==> config.mk <==
export PLATFORM = sky130hd
export DESIGN_NAME = pipeline_fg_fade_controller
export DESIGN_NICKNAME = d
export VERILOG_FILES = /design/src/rtl/pipeline_fg_fade_controller_pkg.sv /design/src/rtl/pipeline_fg_fade_controller_hit.sv /design/src/rtl/pipeline_fg_fade_controller.sv
export SDC_FILE = /design/constraint.sdc
export NUM_CORES = 1
export LEC_CHECK = 0
export ABC_AREA = 0
export CAP_MARGIN = 20
export CORE_UTILIZATION = 51
export DETAILED_ROUTE_END_ITERATION = 7
export PLACE_DENSITY = 0.79
export REMOVE_ABC_BUFFERS = 1
export SLEW_MARGIN = 20
export SYNTH_ARGS = -nofsm -noshare
export SYNTH_HDL_FRONTEND = slang
export SYNTH_HIERARCHICAL = 1
export SYNTH_SLANG_ARGS = --single-unit
==> constraint.sdc <==
create_clock -name clk -period 3.96 [get_ports clk]
set_clock_uncertainty 0.2 [all_clocks]
set_input_delay 0.792 -clock clk [delete_from_list [all_inputs] [get_ports clk]]
set_output_delay 0.792 -clock clk [all_outputs]
set_load 0.005 [all_outputs]
==> src/rtl/pipeline_fg_fade_controller_pkg.sv <==
// Shared definitions for the foreground fade sequencer: FSM encoding and
// parameter-derived widths.
package pipeline_fg_fade_controller_pkg;

  localparam logic [1:0] ST_HIDDEN     = 2'd0;
  localparam logic [1:0] ST_FADING_IN  = 2'd1;
  localparam logic [1:0] ST_SHOWN      = 2'd2;
  localparam logic [1:0] ST_FADING_OUT = 2'd3;

  // Most transparent code for a given transparency precision.
  function automatic int tmax_of(input int precision);
    return (1 << precision) - 1;
  endfunction

  // Frame counter only needs to reach FRAMES_PER_STEP-1; keep at least one bit.
  function automatic int frame_cnt_width(input int frames_per_step);
    return (frames_per_step > 1) ? $clog2(frames_per_step) : 1;
  endfunction

endpackage

==> src/rtl/pipeline_fg_fade_controller_hit.sv <==
// Combinational window hit test against the shadowed geometry. End sums are
// one bit wider so windows running off the coordinate range clip.
module pipeline_window_hit_detector #(
  parameter int X_WIDTH = 11,
  parameter int Y_WIDTH = 10
) (
  input  logic               pixel_valid,
  input  logic [X_WIDTH-1:0] pixel_x,
  input  logic [Y_WIDTH-1:0] pixel_y,
  input  logic [X_WIDTH-1:0] win_x,
  input  logic [Y_WIDTH-1:0] win_y,
  input  logic [X_WIDTH-1:0] win_w,
  input  logic [Y_WIDTH-1:0] win_h,
  output logic               hit
);
  logic [X_WIDTH:0] x_end;
  logic [Y_WIDTH:0] y_end;

  assign x_end = {1'b0, win_x} + {1'b0, win_w};
  assign y_end = {1'b0, win_y} + {1'b0, win_h};

  // Zero width/height collapses the interval, so no explicit degenerate check.
  assign hit = pixel_valid
             & (pixel_x >= win_x) & ({1'b0, pixel_x} < x_end)
             & (pixel_y >= win_y) & ({1'b0, pixel_y} < y_end);

endmodule

==> src/rtl/pipeline_fg_fade_controller.sv <==
// Foreground fade sequencer: show/hide FSM ramping transparency once per
// FRAMES_PER_STEP frames, plus the registered window-hit output for the merger.
module pipeline_fg_fade_controller
  import pipeline_fg_fade_controller_pkg::*;
#(
  parameter int TRANSPARENCY_PRECISION = 3,
  parameter int X_WIDTH                = 11,
  parameter int Y_WIDTH                = 10,
  parameter int FRAMES_PER_STEP        = 4
) (
  input  logic                              clk,
  input  logic                              rst_n,
  input  logic                              frame_start,
  input  logic                              pixel_valid,
  input  logic [X_WIDTH-1:0]                pixel_x,
  input  logic [Y_WIDTH-1:0]                pixel_y,
  input  logic [X_WIDTH-1:0]                cfg_fg_x,
  input  logic [Y_WIDTH-1:0]                cfg_fg_y,
  input  logic [X_WIDTH-1:0]                cfg_fg_w,
  input  logic [Y_WIDTH-1:0]                cfg_fg_h,
  input  logic [TRANSPARENCY_PRECISION-1:0] cfg_target_transparency,
  input  logic                              cmd_valid,
  output logic                              cmd_ready,
  input  logic                              cmd_show,
  output logic                              use_fg_pixel,
  output logic [TRANSPARENCY_PRECISION-1:0] ctrl_fg_transparency,
  output logic                              fade_busy,
  output logic                              fade_done
);
  localparam int P  = TRANSPARENCY_PRECISION;
  localparam int CW = frame_cnt_width(FRAMES_PER_STEP);
  localparam logic [P-1:0]  TMAX     = P'(tmax_of(P));
  localparam logic [CW-1:0] CNT_LAST = CW'(FRAMES_PER_STEP - 1);

  logic [1:0]         state;
  logic [P-1:0]       tgt;
  logic [CW-1:0]      frame_cnt;
  logic [X_WIDTH-1:0] sh_x, sh_w;
  logic [Y_WIDTH-1:0] sh_y, sh_h;
  logic               accept, step, hit;

  assign cmd_ready = (state == ST_HIDDEN) | (state == ST_SHOWN);
  assign fade_busy = (state == ST_FADING_IN) | (state == ST_FADING_OUT);
  assign accept    = cmd_valid & cmd_ready;
  assign step      = frame_start & fade_busy & (frame_cnt == CNT_LAST);

  always_ff @(posedge clk or negedge rst_n) begin
    if (!rst_n) begin
      state                <= ST_HIDDEN;
      ctrl_fg_transparency <= TMAX;
      tgt                  <= '0;
      frame_cnt            <= '0;
      fade_done            <= 1'b0;
    end else begin
      fade_done <= 1'b0;
      if (fade_busy && frame_start)
        frame_cnt <= (frame_cnt == CNT_LAST) ? '0 : frame_cnt + 1'b1;
      // Accept only happens in the idle states, so it never races a step.
      if (accept) begin
        tgt       <= cfg_target_transparency;
        frame_cnt <= '0;
        if (state == ST_HIDDEN && cmd_show)       state <= ST_FADING_IN;
        else if (state == ST_SHOWN && !cmd_show)  state <= ST_FADING_OUT;
        else                                      fade_done <= 1'b1;
      end
      case (state)
        ST_FADING_IN: begin
          if (ctrl_fg_transparency == tgt) begin
            state     <= ST_SHOWN;
            fade_done <= 1'b1;
          end else if (step) begin
            ctrl_fg_transparency <= ctrl_fg_transparency - 1'b1;
            if (ctrl_fg_transparency == tgt + 1'b1) begin
              state     <= ST_SHOWN;
              fade_done <= 1'b1;
            end
          end
        end
        ST_FADING_OUT: begin
          if (ctrl_fg_transparency == TMAX) begin
            state     <= ST_HIDDEN;
            fade_done <= 1'b1;
          end else if (step) begin
            ctrl_fg_transparency <= ctrl_fg_transparency + 1'b1;
            if (ctrl_fg_transparency == TMAX - 1'b1) begin
              state     <= ST_HIDDEN;
              fade_done <= 1'b1;
            end
          end
        end
        default: ;
      endcase
    end
  end

  // Geometry is frozen per frame so mid-frame register writes never tear.
  always_ff @(posedge clk or negedge rst_n) begin
    if (!rst_n) begin
      sh_x <= '0;
      sh_y <= '0;
      sh_w <= '0;
      sh_h <= '0;
    end else if (frame_start) begin
      sh_x <= cfg_fg_x;
      sh_y <= cfg_fg_y;
      sh_w <= cfg_fg_w;
      sh_h <= cfg_fg_h;
    end
  end

  pipeline_window_hit_detector #(
    .X_WIDTH(X_WIDTH),
    .Y_WIDTH(Y_WIDTH)
  ) u_hit (
    .pixel_valid(pixel_valid),
    .pixel_x    (pixel_x),
    .pixel_y    (pixel_y),
    .win_x      (sh_x),
    .win_y      (sh_y),
    .win_w      (sh_w),
    .win_h      (sh_h),
    .hit        (hit)
  );

  always_ff @(posedge clk or negedge rst_n) begin
    if (!rst_n) use_fg_pixel <= 1'b0;
    else        use_fg_pixel <= hit & (state != ST_HIDDEN);
  end

endmodule

Word-level counts from Yosys, hierarchy flattened

Cells that the tools add are included.
Widths: inputs -> output; s select.

Register bits after elaboration: 54
Bits in latches: 0
Memory bits (writable): 0
Bits in read-only memories: 0
Word-level logic and storage cells: 79
Memories kept: 0

Add/sub/neg operators: 6
Multipliers: 0
Div/mod/pow operators: 0
Magnitude comparators: 4
Equality and inequality tests: 12
Shift operators: 0
Muxes and demuxes: 28
Bitwise gates (word level): 10
Reductions and logical operators: 9

Operator list:

| operator            | number |
|---|---|
| $mux 2              | 12 |
| $add 11x11->12      | 1 |
| $lt 11x12->1        | 1 |
| $mux 3              | 4 |
| $add 10x10->11      | 1 |
| $ge 11x11->1        | 1 |
| $lt 10x11->1        | 1 |
| $ge 10x10->1        | 1 |
| $mux 1              | 9 |
| $and 1x1->1         | 8 |
| $ne 2x2->1 const B  | 4 |
| $add 3x1->3 const B | 2 |
| $eq 2x2->1 const B  | 3 |
| $eq 3x3->1          | 2 |
| $eq 3x3->1 const B  | 2 |
| $pmux 3 s2          | 1 |
| $reduce_bool 2->1   | 3 |
| $reduce_and 5->1    | 1 |
| $pmux 2 s2          | 1 |
| $logic_and 1x1->1   | 3 |
| $sub 3x1->3 const B | 1 |
| $add 2x1->2 const B | 1 |
| $eq 2x1->1 const B  | 1 |
| $logic_not 2->1     | 1 |
| 3 further kinds     | 4 |

Depth between registers and ports, before layout

Gate-level depths: netlist of the first run.

Depth after elaboration: 9
Mapped depth: 15

Hierarchy

The synthesis of the first run kept the hierarchy.

Modules (own cells, without submodules):

| module                       | times used | cells an instance | area an instance (sq um) | seq. area each (sq um) |
|---|---|---|---|---|
| pipeline_fg_fade_controller  | 1          | 155               | 2260.9                   | 1355.0 |
| pipeline_window_hit_detector | 1          | 228               | 1775.5                   | 0.0 |

Worst setup path after synthesis of the first run

No wires, ideal clock.

Kind: register -> register
Start: register sh_x[0]
End: register use_fg_pixel
Arrival time: 2.802 ns
Data required time: 3.695 ns
Slack: 0.893 ns
Cell stages (with the launch flop): 14
Path through: dfrtp_1 -> ha_1 -> fa_1 -> a21oi_2 -> o21ai_2 -> a2111oi_2 -> o31ai_1 -> a21oi_1 -> xor2_1 -> ha_1 -> a21oi_1 -> a22oi_1 -> a221oi_1 -> o21a_1

Longest elaborated chain between the ends: 6

RTL lines:

| what                                           | RTL line                                                                     | text |
|---|---|---|
| from (decl)                                    | pipeline_fg_fade_controller.sv:38                                            | `logic [X_WIDTH-1:0] sh_x, sh_w;` |
| from (signal assigned)                         | pipeline_fg_fade_controller.sv:104                                           | `sh_x <= cfg_fg_x;` |
| $add 11x11->12 or $ge 11x11->1 (tied branches) | pipeline_fg_fade_controller_hit.sv:19, pipeline_fg_fade_controller_hit.sv:24 |  |
| $lt 11x12->1 or $and 1x1->1 (tied branches)    | pipeline_fg_fade_controller_hit.sv:24                                        | `& (pixel_x >= win_x) & ({1'b0, pixel_x} < x_end)` |
| $and 1x1->1 (*)                                | pipeline_fg_fade_controller_hit.sv:24                                        |  |
| $and 1x1->1 (*) (2 in series)                  | pipeline_fg_fade_controller_hit.sv:25                                        | `& (pixel_y >= win_y) & ({1'b0, pixel_y} < y_end);` |
| net hit                                        | pipeline_fg_fade_controller.sv:40                                            | `logic accept, step, hit;` |
| $and 1x1->1 (*)                                | pipeline_fg_fade_controller.sv:127                                           | `else use_fg_pixel <= hit & (state != ST_HIDDEN);` |
| to (signal assigned)                           | pipeline_fg_fade_controller.sv:127                                           |  |
| to (decl)                                      | pipeline_fg_fade_controller.sv:25                                            | `output logic use_fg_pixel,` |

Mark *: on every way through the listed nets, which the timed path passes. The rest lies on a longest branch.
A chain may end at the register's enable or synchronous reset.

Final worst setup path of the first run

Ends and elaborated chain as after synthesis.

==> results of run 1 <==
[through the flow]
stage / util, % / worst slack (ps) / instance area (µm²) / instances
4_1_cts: 65.7 / 626 / 5050 / 565
2_1_floorplan: - / 893 / 4000 / 375
3_3_place_gp: 63.9 / 708 / 4910 / 557
5_1_grt: 65.7 / 330 / 5050 / 565
3_5_place_dp: 63.9 / 645 / 4910 / 557
6_report: 65.7 / 634 / 5050 / 565
[logic make-up (layout without fill, tap and decap cells)]
| family | after synthesis | in the layout | share of synthesized area (%) |
|---|---|---|---|
| DFF | 54 | 54 | 33.6 |
| buffers and inverters | 40 | 120 | 3.94 |
| muxes | 49 | 49 | 13.6 |
| xor gates and xnor gates | 24 | 24 | 5.39 |
| AOI/OAI and AO/OA | 74 | 74 | 12.8 |
| adders and majority gates | 66 | 66 | 21.0 |
| and+or+nand+nor | 76 | 76 | 9.70 |
[routing by layer]
| metal | track usage (%) | vias to the layer above |
|---|---|---|
| met2 | 37.0 | 62 |
| met3 | 2.60 | 10 |
| li1 | - | 1536 |
| met1 | 25.8 | 1469 |
| met5 | 0 | - |
| met4 | 5.16 | 0 |
[power by group through the flow]
| stage | Clock, µW | Sequential [µW] | Combinational (µW) |
|---|---|---|---|
| 2_1_floorplan | 0 | 756 | 704 |
| 3_3_place_gp | 0 | 777 | 950 |
| 3_5_place_dp | 0 | 784 | 989 |
| 4_1_cts | 461 | 773 | 995 |
| 5_1_grt | 479 | 788 | 1110 |
| 6_report | 447 | 770 | 988 |
[final timing paths]
check / startpoint / end / slack (ps) / cells past startpoint
min in group clk: sh_h[2] / sh_h[2] / 320 / 1
min reg2reg: sh_h[2] / sh_h[2] / 320 / 1
min: rst_n / sh_h[8] / 270 / 1
max: sh_x[0] / use_fg_pixel / 630 / 13
max in group asynchronous: rst_n / ctrl_fg_transparency[0] / 2440 / 2
max reg2reg: sh_x[0] / use_fg_pixel / 630 / 13
[state kept, by name (all words and copies together), names as in the netlist]
register and flops:
ctrl_fg_transparency 3, fade_done 1, frame_cnt 2, sh_h 10, sh_w 11, sh_x 11
sh_y 10, state 2, tgt 3, use_fg_pixel 1
[synthesized netlist by cell type, types with 2 or more instances]
cell       instances  share of area, %
nand2b_1           6              0.93
ha_1              63                20
or3_1              3              0.47
nor3_1             8              0.99
o21bai_1           2              0.37
a221oi_1           2              0.43
mux2i_1            3              0.74
o31a_1             2              0.43
nand3_1            4              0.50
nor2_1            25               2.3
o21a_1             6               1.1
inv_1             32               3.0
xor2_1            15               3.3
nand2_1           13               1.2
o31ai_1            3              0.56
dfrtp_1           51                32
a211oi_1           4              0.74
dfstp_2            3               2.0
buf_2              7              0.87
xnor2_1            8               1.7
a21o_1             4              0.74
fa_1               3               1.5
o21ai_0           16               2.0
nor2b_1            5              0.77
mux2_2            46                13
o2111ai_1          2              0.43
nor2b_2            2              0.43
nand4_1            4              0.62
a21oi_1           20               2.5
[layout make-up]
| class | instances | area [µm²] | share of cell area [%] |
|---|---|---|---|
| Multi-Input combinational cell | 289 | 2520 | 50.0 |
| Clock inverter | 3 | 68.8 | 1.36 |
| Tap cell | 102 | 128 | 2.53 |
| Inverter | 32 | 120 | 2.38 |
| Clock buffer | 5 | 68.8 | 1.36 |
| Timing Repair Buffer | 80 | 786 | 15.6 |
| Sequential cell | 54 | 1360 | 26.8 |
==> results.py, run 1 <==
metrics = {
    "placement": {
        "numPortBuffers": 78,
        "gp_congestion": 0.845,
        "dpl.hpwl_um": 6660,
    },
    "timing": {
        "grt_setup_unrepaired": "false",
        "min_period_ps": 3330,
        "worst_pin_slew_ps": 646,
        "period_share_pct": 84.0,
        "setup_tns_ps": 0,
        "clock.fmax_ghz": 0.301,
        "max_slew_margin_pct": 56.9,
        "whs_ps": 275,
        "hold_viol": 0,
        "final-setup-viol-count": 0,
        "slew_viol_final": 0,
    },
    "flow_run": {
        "drv_cap": 0,
    },
    "detailed_routing": {
        "dr_wl_met3_um": 227,
        "wl_per_cell_um": 14.3,
        "routed_via_density": 5.45,
        "wl_um": 8070,
        "dr_wl_met2_um": 4070,
        "wl_met1_um": 3680,
        "drc": 1,
        "ant_nets": 0,
        "dr.pass1.iters": 6,
        "top_layer": "met4",
        "drt_iter0_markers": 59,
        "vias": 3077,
    },
    "global_route": {
        "grt_max_degree": 30,
        "grt_pass1_vias": 3121,
        "track_usage_pct": 20.5,
        "grt-ovfl-total": 0,
        "antenna_found_initial": 0,
        "grt_pass1_wl_um": 13800,
    },
    "power": {
        "pwr-share-clk_pct": 20.3,
        "powerDensity_nw_per_um2": 437,
        "sw_frac_of_total_pct": 35.2,
        "total_leakage_power_uw": 0.00227,
        "ir_worst_vdd_mv": 0.333,
        "p_comb_share_pct": 44.8,
        "power_frac_seq_pct": 34.9,
        "p_switching_uw": 776,
        "p_int_uw": 1430,
        "p_total_uw": 2210,
    },
    "synthesis": {
        "yosysUniqueCellTypes": 50,
        "yosysSeqAreaShare_pct": 33.6,
        "synthFlopType": "dfrtp_1",
        "ys_seq_elements": 54,
        "syn-cell-area_um2": 4040,
        "yosysWarnings": 6,
        "async_flop_share_pct": 100,
        "synth_area_per_cell_um2": 10.5,
        "synth_edf_count": 0,
        "syn_inst": 383,
    },
    "min_path": {
        "min_path_type": "in2async",
    },
    "clock_tree": {
        "cts_hold_repair.buffers": 0,
        "cts_setup_buffers": 0,
        "path_clk_slew_ps": 100,
        "cts.sinks": 54,
        "cts_buffer_depth": 2,
        "htreeDepth": 2,
        "clk_latency_ps": 310,
        "numCtsBuffers": 5,
        "cts_resized": 0,
        "clockRootBuffer": "clkbuf_8",
        "cts_tree": "built",
    },
    "setup_path": {
        "slowest_delay_ps": 430,
        "cp_cell_sequence": "ha_1 -> fa_1 -> a21oi_2 -> o21ai_2 -> a2111oi_2 -> o31ai_1 -> a21oi_1 -> xor2_1 -> ha_1 -> a21oi_1 -> a22oi_1 -> a221oi_1 -> o21a_1",
        "arrival_ps": 3380,
        "worstSetupPathType": "reg2reg",
        "cp_max_fo": 3,
        "crit_family": "compound AO/OA/AOI/OAI gates",
        "cp_slowest_cell": "fa_1",
        "cp-end-kind": "register",
        "required_ps": 4020,
        "cp-start-kind": "register",
        "crit_buf_inv": 0,
    },
    "cells_and_area": {
        "nFillCells": 654,
        "drive_gt1_share_pct": 15.3,
        "layout.nets": 600,
        "syn_to_final_growth_pct": 25.1,
        "layout_common_cells": "76 x clkdlybuf4s50_1, 63 x ha_1, 51 x dfrtp_1",
        "antenna_cells": 0,
        "layout_commonest_cell": "clkdlybuf4s50_1",
    },
    "outcome": {
        "violations": "design-rule violations",
        "status": "finished, violations left",
    },
    "floorplan": {
        "start_util_pct": 52.5,
        "coreArea_um2": 7690,
        "dieArea_um2": 8270,
        "fp-row-count": 32,
        "die_w_um": 91.0,
        "io-pin-count": 79,
        "die_height_um": 91.0,
    },
}
(Power assumes the default switching activity.)
==> run 2: changes to the inputs <==
--- a/config.mk
+++ b/config.mk
@@ -7,9 +7,9 @@
 export LEC_CHECK = 0
 export ABC_AREA = 0
 export CAP_MARGIN = 20
-export CORE_UTILIZATION = 51
+export CORE_UTILIZATION = 48
 export DETAILED_ROUTE_END_ITERATION = 7
-export PLACE_DENSITY = 0.79
+export PLACE_DENSITY = 0.78
 export REMOVE_ABC_BUFFERS = 1
 export SLEW_MARGIN = 20
 export SYNTH_ARGS = -nofsm -noshare
==> constraint.sdc (replaced) <==
create_clock -name clk -period 2.85 [get_ports clk]
set_clock_uncertainty 0.2 [all_clocks]
set_input_delay 0.57 -clock clk [delete_from_list [all_inputs] [get_ports clk]]
set_output_delay 0.57 -clock clk [all_outputs]
set_load 0.005 [all_outputs]
==> results.py, run 2 (synthesized netlist as in run 1, its figures left out) <==
metrics = {
    "floorplan": {
        "die_height_um": 93.7,
        "coreArea_um2": 8180,
        "start_util_pct": 49.4,
        "die_w_um": 93.7,
        "dieArea_um2": 8780,
        "io-pin-count": 79,
        "fp-row-count": 33,
    },
    "timing": {
        "grt_setup_unrepaired": "true",
        "max_slew_margin_pct": 41.0,
        "period_share_pct": 110,
        "hold_viol": 0,
        "final.setup.worst_slack_ps": -272,
        "clock.fmax_ghz": 0.320,
        "min_period_ps": 3120,
        "setup_tns_ps": -272,
        "slew_viol_final": 0,
        "whs_ps": 158,
        "final-setup-viol-count": 1,
        "worst_pin_slew_ps": 885,
    },
    "clock_tree": {
        "cts.sinks": 54,
        "clockRootBuffer": "clkbuf_8",
        "path_clk_slew_ps": 110,
        "htreeDepth": 2,
        "numCtsBuffers": 5,
        "cts_buffer_depth": 2,
        "cts_hold_repair.buffers": 0,
        "cts_tree": "built",
        "clk_latency_ps": 320,
    },
    "detailed_routing": {
        "wl_um": 8700,
        "routed_via_density": 5.27,
        "drt_iter0_markers": 75,
        "vias": 3176,
        "drc": 0,
        "wl_per_cell_um": 14.4,
        "dr.pass1.iters": 4,
        "ant_nets": 0,
    },
    "cells_and_area": {
        "syn_to_final_growth_pct": 32.0,
        "layout_common_cells": "76 x clkdlybuf4s50_1, 62 x ha_1, 51 x dfrtp_1",
        "fin_cells": 603,
        "nFillCells": 663,
        "reg_top3": "sh_w: 11 flops, sh_x: 11 flops",
        "layout_commonest_cell": "clkdlybuf4s50_1",
        "antenna_cells": 0,
        "final_cell_area_um2": 5330,
        "layout.nets": 635,
        "drive_gt1_share_pct": 22.5,
    },
    "global_route": {
        "grt_pass1_vias": 3326,
        "antenna_found_initial": 0,
        "grt_pass1_wl_um": 14300,
        "grt-ovfl-total": 0,
        "grt_max_degree": 38,
        "track_usage_pct": 20.7,
    },
    "setup_path": {
        "rr_worst_depth": 13,
        "required_ps": 2920,
        "startpoint": "sh_x[0]",
        "cp-end-kind": "register",
        "ff2ff_setup_slack_ps": -270,
        "r2r_end": "use_fg_pixel",
        "endpoint": "use_fg_pixel",
        "arrival_ps": 3190,
        "cp_max_fo": 2,
        "slowest_delay_ps": 400,
        "cp_cell_sequence": "ha_2 -> fa_2 -> a21oi_4 -> o21ai_2 -> a2111oi_4 -> o31ai_1 -> a21oi_1 -> xor2_1 -> ha_1 -> a21oi_2 -> a22oi_1 -> a221oi_2 -> o21a_1",
        "r2r-start": "sh_x[0]",
        "worstSetupPathType": "reg2reg",
        "cp-start-kind": "register",
        "cp_slowest_cell": "dfrtp_1",
    },
    "outcome": {
        "status": "finished, violations left",
        "violations": "negative setup slack",
    },
    "placement": {
        "gp_congestion": 0.832,
        "numPortBuffers": 78,
        "dpl_worst_slack_ps": -377,
        "place_inst": 591,
        "dpl.hpwl_um": 6930,
        "dpl_cell_area_um2": 5160,
    },
    "min_path": {
        "min_path_type": "in2async",
    },
    "flow_run": {
        "drv_cap": 0,
    },
    "power": {
        "powerDensity_nw_per_um2": 569,
        "total_leakage_power_uw": 0.00242,
        "ir_worst_vdd_mv": 0.353,
    },
}
run 2: where the power goes:
group / internal (µW) / leakage [µW] / switching, µW / total [µW]
clock network: 178 / 0.0000447 / 274 / 452
logic: 810 / 0.00174 / 704 / 1510
registers: 920 / 0.000631 / 145 / 1060
run 2: routing by layer:
| layer | global-route usage (%) | vias to the layer above | wire [µm] |
|---|---|---|---|
| met3 | 2.99 | 12 | 273 |
| met1 | 25.0 | 1502 | 3970 |
| met2 | 37.6 | 53 | 4330 |
| met5 | 0 | - | 0 |
| met4 | 6.67 | 0 | 134 |
| li1 | - | 1609 | - |
run 2: layout make-up:
| type | count | area (µm²) | area share (%) |
|---|---|---|---|
| repair buffers | 115 | 1060 | 19.9 |
| clock buffers | 5 | 68.8 | 1.29 |
| clock inverters | 3 | 25.0 | 0.470 |
| inverters | 32 | 120 | 2.25 |
| flip-flops and latches | 54 | 1360 | 25.4 |
| multi-input cells | 289 | 2570 | 48.2 |
| well taps | 105 | 131 | 2.47 |
run 2: critical path: cells and delay by family, from the launching register on:
kind            cells  cell delay, ps
compound gates      9            1460
xor+xnor            1             160
fa+ha+maj           3             860
flops               1             400
run 2: stage by stage:
stage | total power [µW] | utilization [%]
global route | 3280 | 65.2
floorplan | 2030 | -
finish | 3030 | 65.2
CTS | 3040 | 64.9
detailed placement | 2550 | 63.1
global placement | 2480 | 63.1
run 2: worst min-delay path by stage:
stage	from	endpoint	slack, ps	depth (start not counted)
after floorplan	rst_n	fade_done	70	0
after CTS	rst_n	sh_y[9]	180	1
after global placement	frame_cnt[1]	frame_cnt[1]	290	2
after global routing	rst_n	sh_y[6]	230	1
after detailed placement	sh_h[0]	sh_h[0]	300	1
final	rst_n	sh_y[9]	160	1
run 2: repair_timing:
item                                    in CTS  in global routing
endpoints found under the setup margin       1                  1
setup buffers                                4                  0
resized for setup                            4                  4
pin swaps                                    4                  4
==> run 3: changes to the inputs <==
--- a/config.mk
+++ b/config.mk
@@ -7,6 +7,7 @@
 export LEC_CHECK = 0
 export ABC_AREA = 0
 export CAP_MARGIN = 20
+export CORE_MARGIN = 4
 export CORE_UTILIZATION = 48
 export DETAILED_ROUTE_END_ITERATION = 7
 export PLACE_DENSITY = 0.78
==> results.py, run 3 (synthesized netlist as in run 1, its figures left out) <==
metrics = {
    "placement": {
        "gp_congestion": 0.888,
        "dpl.hpwl_um": 7380,
        "numPortBuffers": 78,
    },
    "clock_tree": {
        "clk_latency_ps": 310,
        "path_clk_slew_ps": 110,
        "cts_tree": "built",
        "htreeDepth": 2,
        "clockRootBuffer": "clkbuf_8",
        "cts.sinks": 54,
        "cts_hold_repair.buffers": 0,
        "numCtsBuffers": 5,
        "cts_buffer_depth": 2,
    },
    "floorplan": {
        "start_util_pct": 49.1,
        "io-pin-count": 79,
        "fp-row-count": 33,
        "die_w_um": 99.7,
        "coreArea_um2": 8220,
        "dieArea_um2": 9940,
        "die_height_um": 99.7,
    },
    "cells_and_area": {
        "reg_top3": "sh_w: 11 flops, sh_x: 11 flops",
        "antenna_cells": 0,
        "drive_gt1_share_pct": 20.9,
        "layout_commonest_cell": "clkdlybuf4s50_1",
        "layout.nets": 629,
        "layout_common_cells": "76 x clkdlybuf4s50_1, 62 x ha_1, 51 x dfrtp_1",
        "syn_to_final_growth_pct": 30.3,
        "nFillCells": 688,
    },
    "flow_run": {
        "drv_cap": 0,
    },
    "global_route": {
        "grt_pass1_vias": 3422,
        "track_usage_pct": 18.4,
        "antenna_found_initial": 0,
        "grt-ovfl-total": 0,
        "grt_pass1_wl_um": 15100,
        "grt_max_degree": 31,
    },
    "timing": {
        "period_share_pct": 110,
        "slew_viol_final": 0,
        "clock.fmax_ghz": 0.318,
        "max_slew_margin_pct": 57.8,
        "final-setup-viol-count": 1,
        "setup_tns_ps": -298,
        "grt_setup_unrepaired": "true",
        "worst_pin_slew_ps": 633,
        "final.setup.worst_slack_ps": -298,
        "min_period_ps": 3150,
        "hold_viol": 0,
    },
    "setup_path": {
        "required_ps": 2910,
        "startpoint": "sh_x[0]",
        "cp_max_fo": 2,
        "worstSetupPathType": "reg2reg",
        "cp-start-kind": "register",
        "r2r-start": "sh_x[0]",
        "cp_cell_sequence": "ha_2 -> fa_2 -> a21oi_2 -> o21ai_2 -> a2111oi_4 -> o31ai_1 -> a21oi_1 -> xor2_1 -> ha_1 -> a21oi_1 -> a22oi_1 -> a221oi_1 -> o21a_1",
        "cp-end-kind": "register",
        "cp_common_cell": "a21oi_1",
        "slowest_delay_ps": 400,
        "cp_slowest_cell": "dfrtp_1",
        "arrival_ps": 3210,
    },
    "detailed_routing": {
        "ant_nets": 0,
        "wl_um": 8740,
        "vias": 3206,
        "wl_per_cell_um": 14.6,
        "drc": 0,
        "routed_via_density": 5.37,
        "drt_iter0_markers": 80,
        "dr.pass1.iters": 4,
    },
    "outcome": {
        "status": "finished, violations left",
        "violations": "negative setup slack",
    },
    "power": {
        "powerDensity_nw_per_um2": 569,
        "p_total_uw": 2990,
        "total_leakage_power_uw": 0.00239,
        "ir_worst_vdd_mv": 0.334,
    },
    "min_path": {
        "min_path_type": "in2async",
    },
}
==> run 3: cell types whose count changed in the layout (fill, tap and decap cells not counted), sizes merged <==
cell	previous run	this run
buf	39	33
clkinv	1	2
inv	33	32
==> run 3: where the power goes <==
group | leakage, µW | switching (µW) | internal [µW]
combinational | 0.00171 | 694 | 794
clock | 0.0000441 | 259 | 173
sequential | 0.000631 | 151 | 920
==> run 3: layout make-up <==
| class | instances | area (µm²) | share of cell area, % |
|---|---|---|---|
| multi-input cells | 289 | 2540 | 48.4 |
| flip-flops and latches | 54 | 1360 | 25.8 |
| repair buffers | 109 | 1020 | 19.3 |
| well taps | 105 | 131 | 2.50 |
| inverters | 32 | 120 | 2.28 |
| clock buffers | 5 | 68.8 | 1.31 |
| clock inverters | 3 | 21.3 | 0.405 |
==> run 3: path summary, 6_finish.rpt <==
| kind | slack, ps | end | depth (start not counted) |
|---|---|---|---|
| max in group asynchronous | 1730 | ctrl_fg_transparency[2] | 2 |
| worst min-delay path | 60 | sh_h[8] | 1 |
| min in group clk | 320 | sh_w[10] | 1 |
| worst max-delay path | -300 | use_fg_pixel | 13 |
| worst max register to register | -300 | use_fg_pixel | 13 |
| worst min register to register | 320 | sh_w[10] | 1 |
==> run 3: critical path, delay by kind of cell (launching register included) <==
family	cells	cell delay, ps
xor+xnor	1	180
compound gates	9	1490
fa+ha+maj	3	820
flops	1	400
==> run 3: through the flow <==
stage	hold slack (ps)	instances	cell area (µm²)	setup slack (ps)	utilization, %
after floorplan	74.4	375	4000	-217	-
after global placement	295	589	5140	-339	62.6
after detailed placement	303	589	5140	-424	62.6
after CTS	69.4	597	5260	-304	64.0
after global routing	90.9	597	5260	-492	64.0
final	60.6	597	5260	-298	64.0
==> run 3: what timing repair did <==
action	4_1_cts	5_1_grt
gates resized for setup	4	0
buffers inserted	0	0
setup endpoints to repair	1	1
cloned	0	0
pin swaps	3	0
==> run 3: layer usage <==
metal	wire, µm	global-route usage (%)	share of wire (%)
met2	4520	33.5	52
met5	0	0	0
met1	3700	22.3	42
met4	212	6.20	2.4
met3	311	2.45	3.6
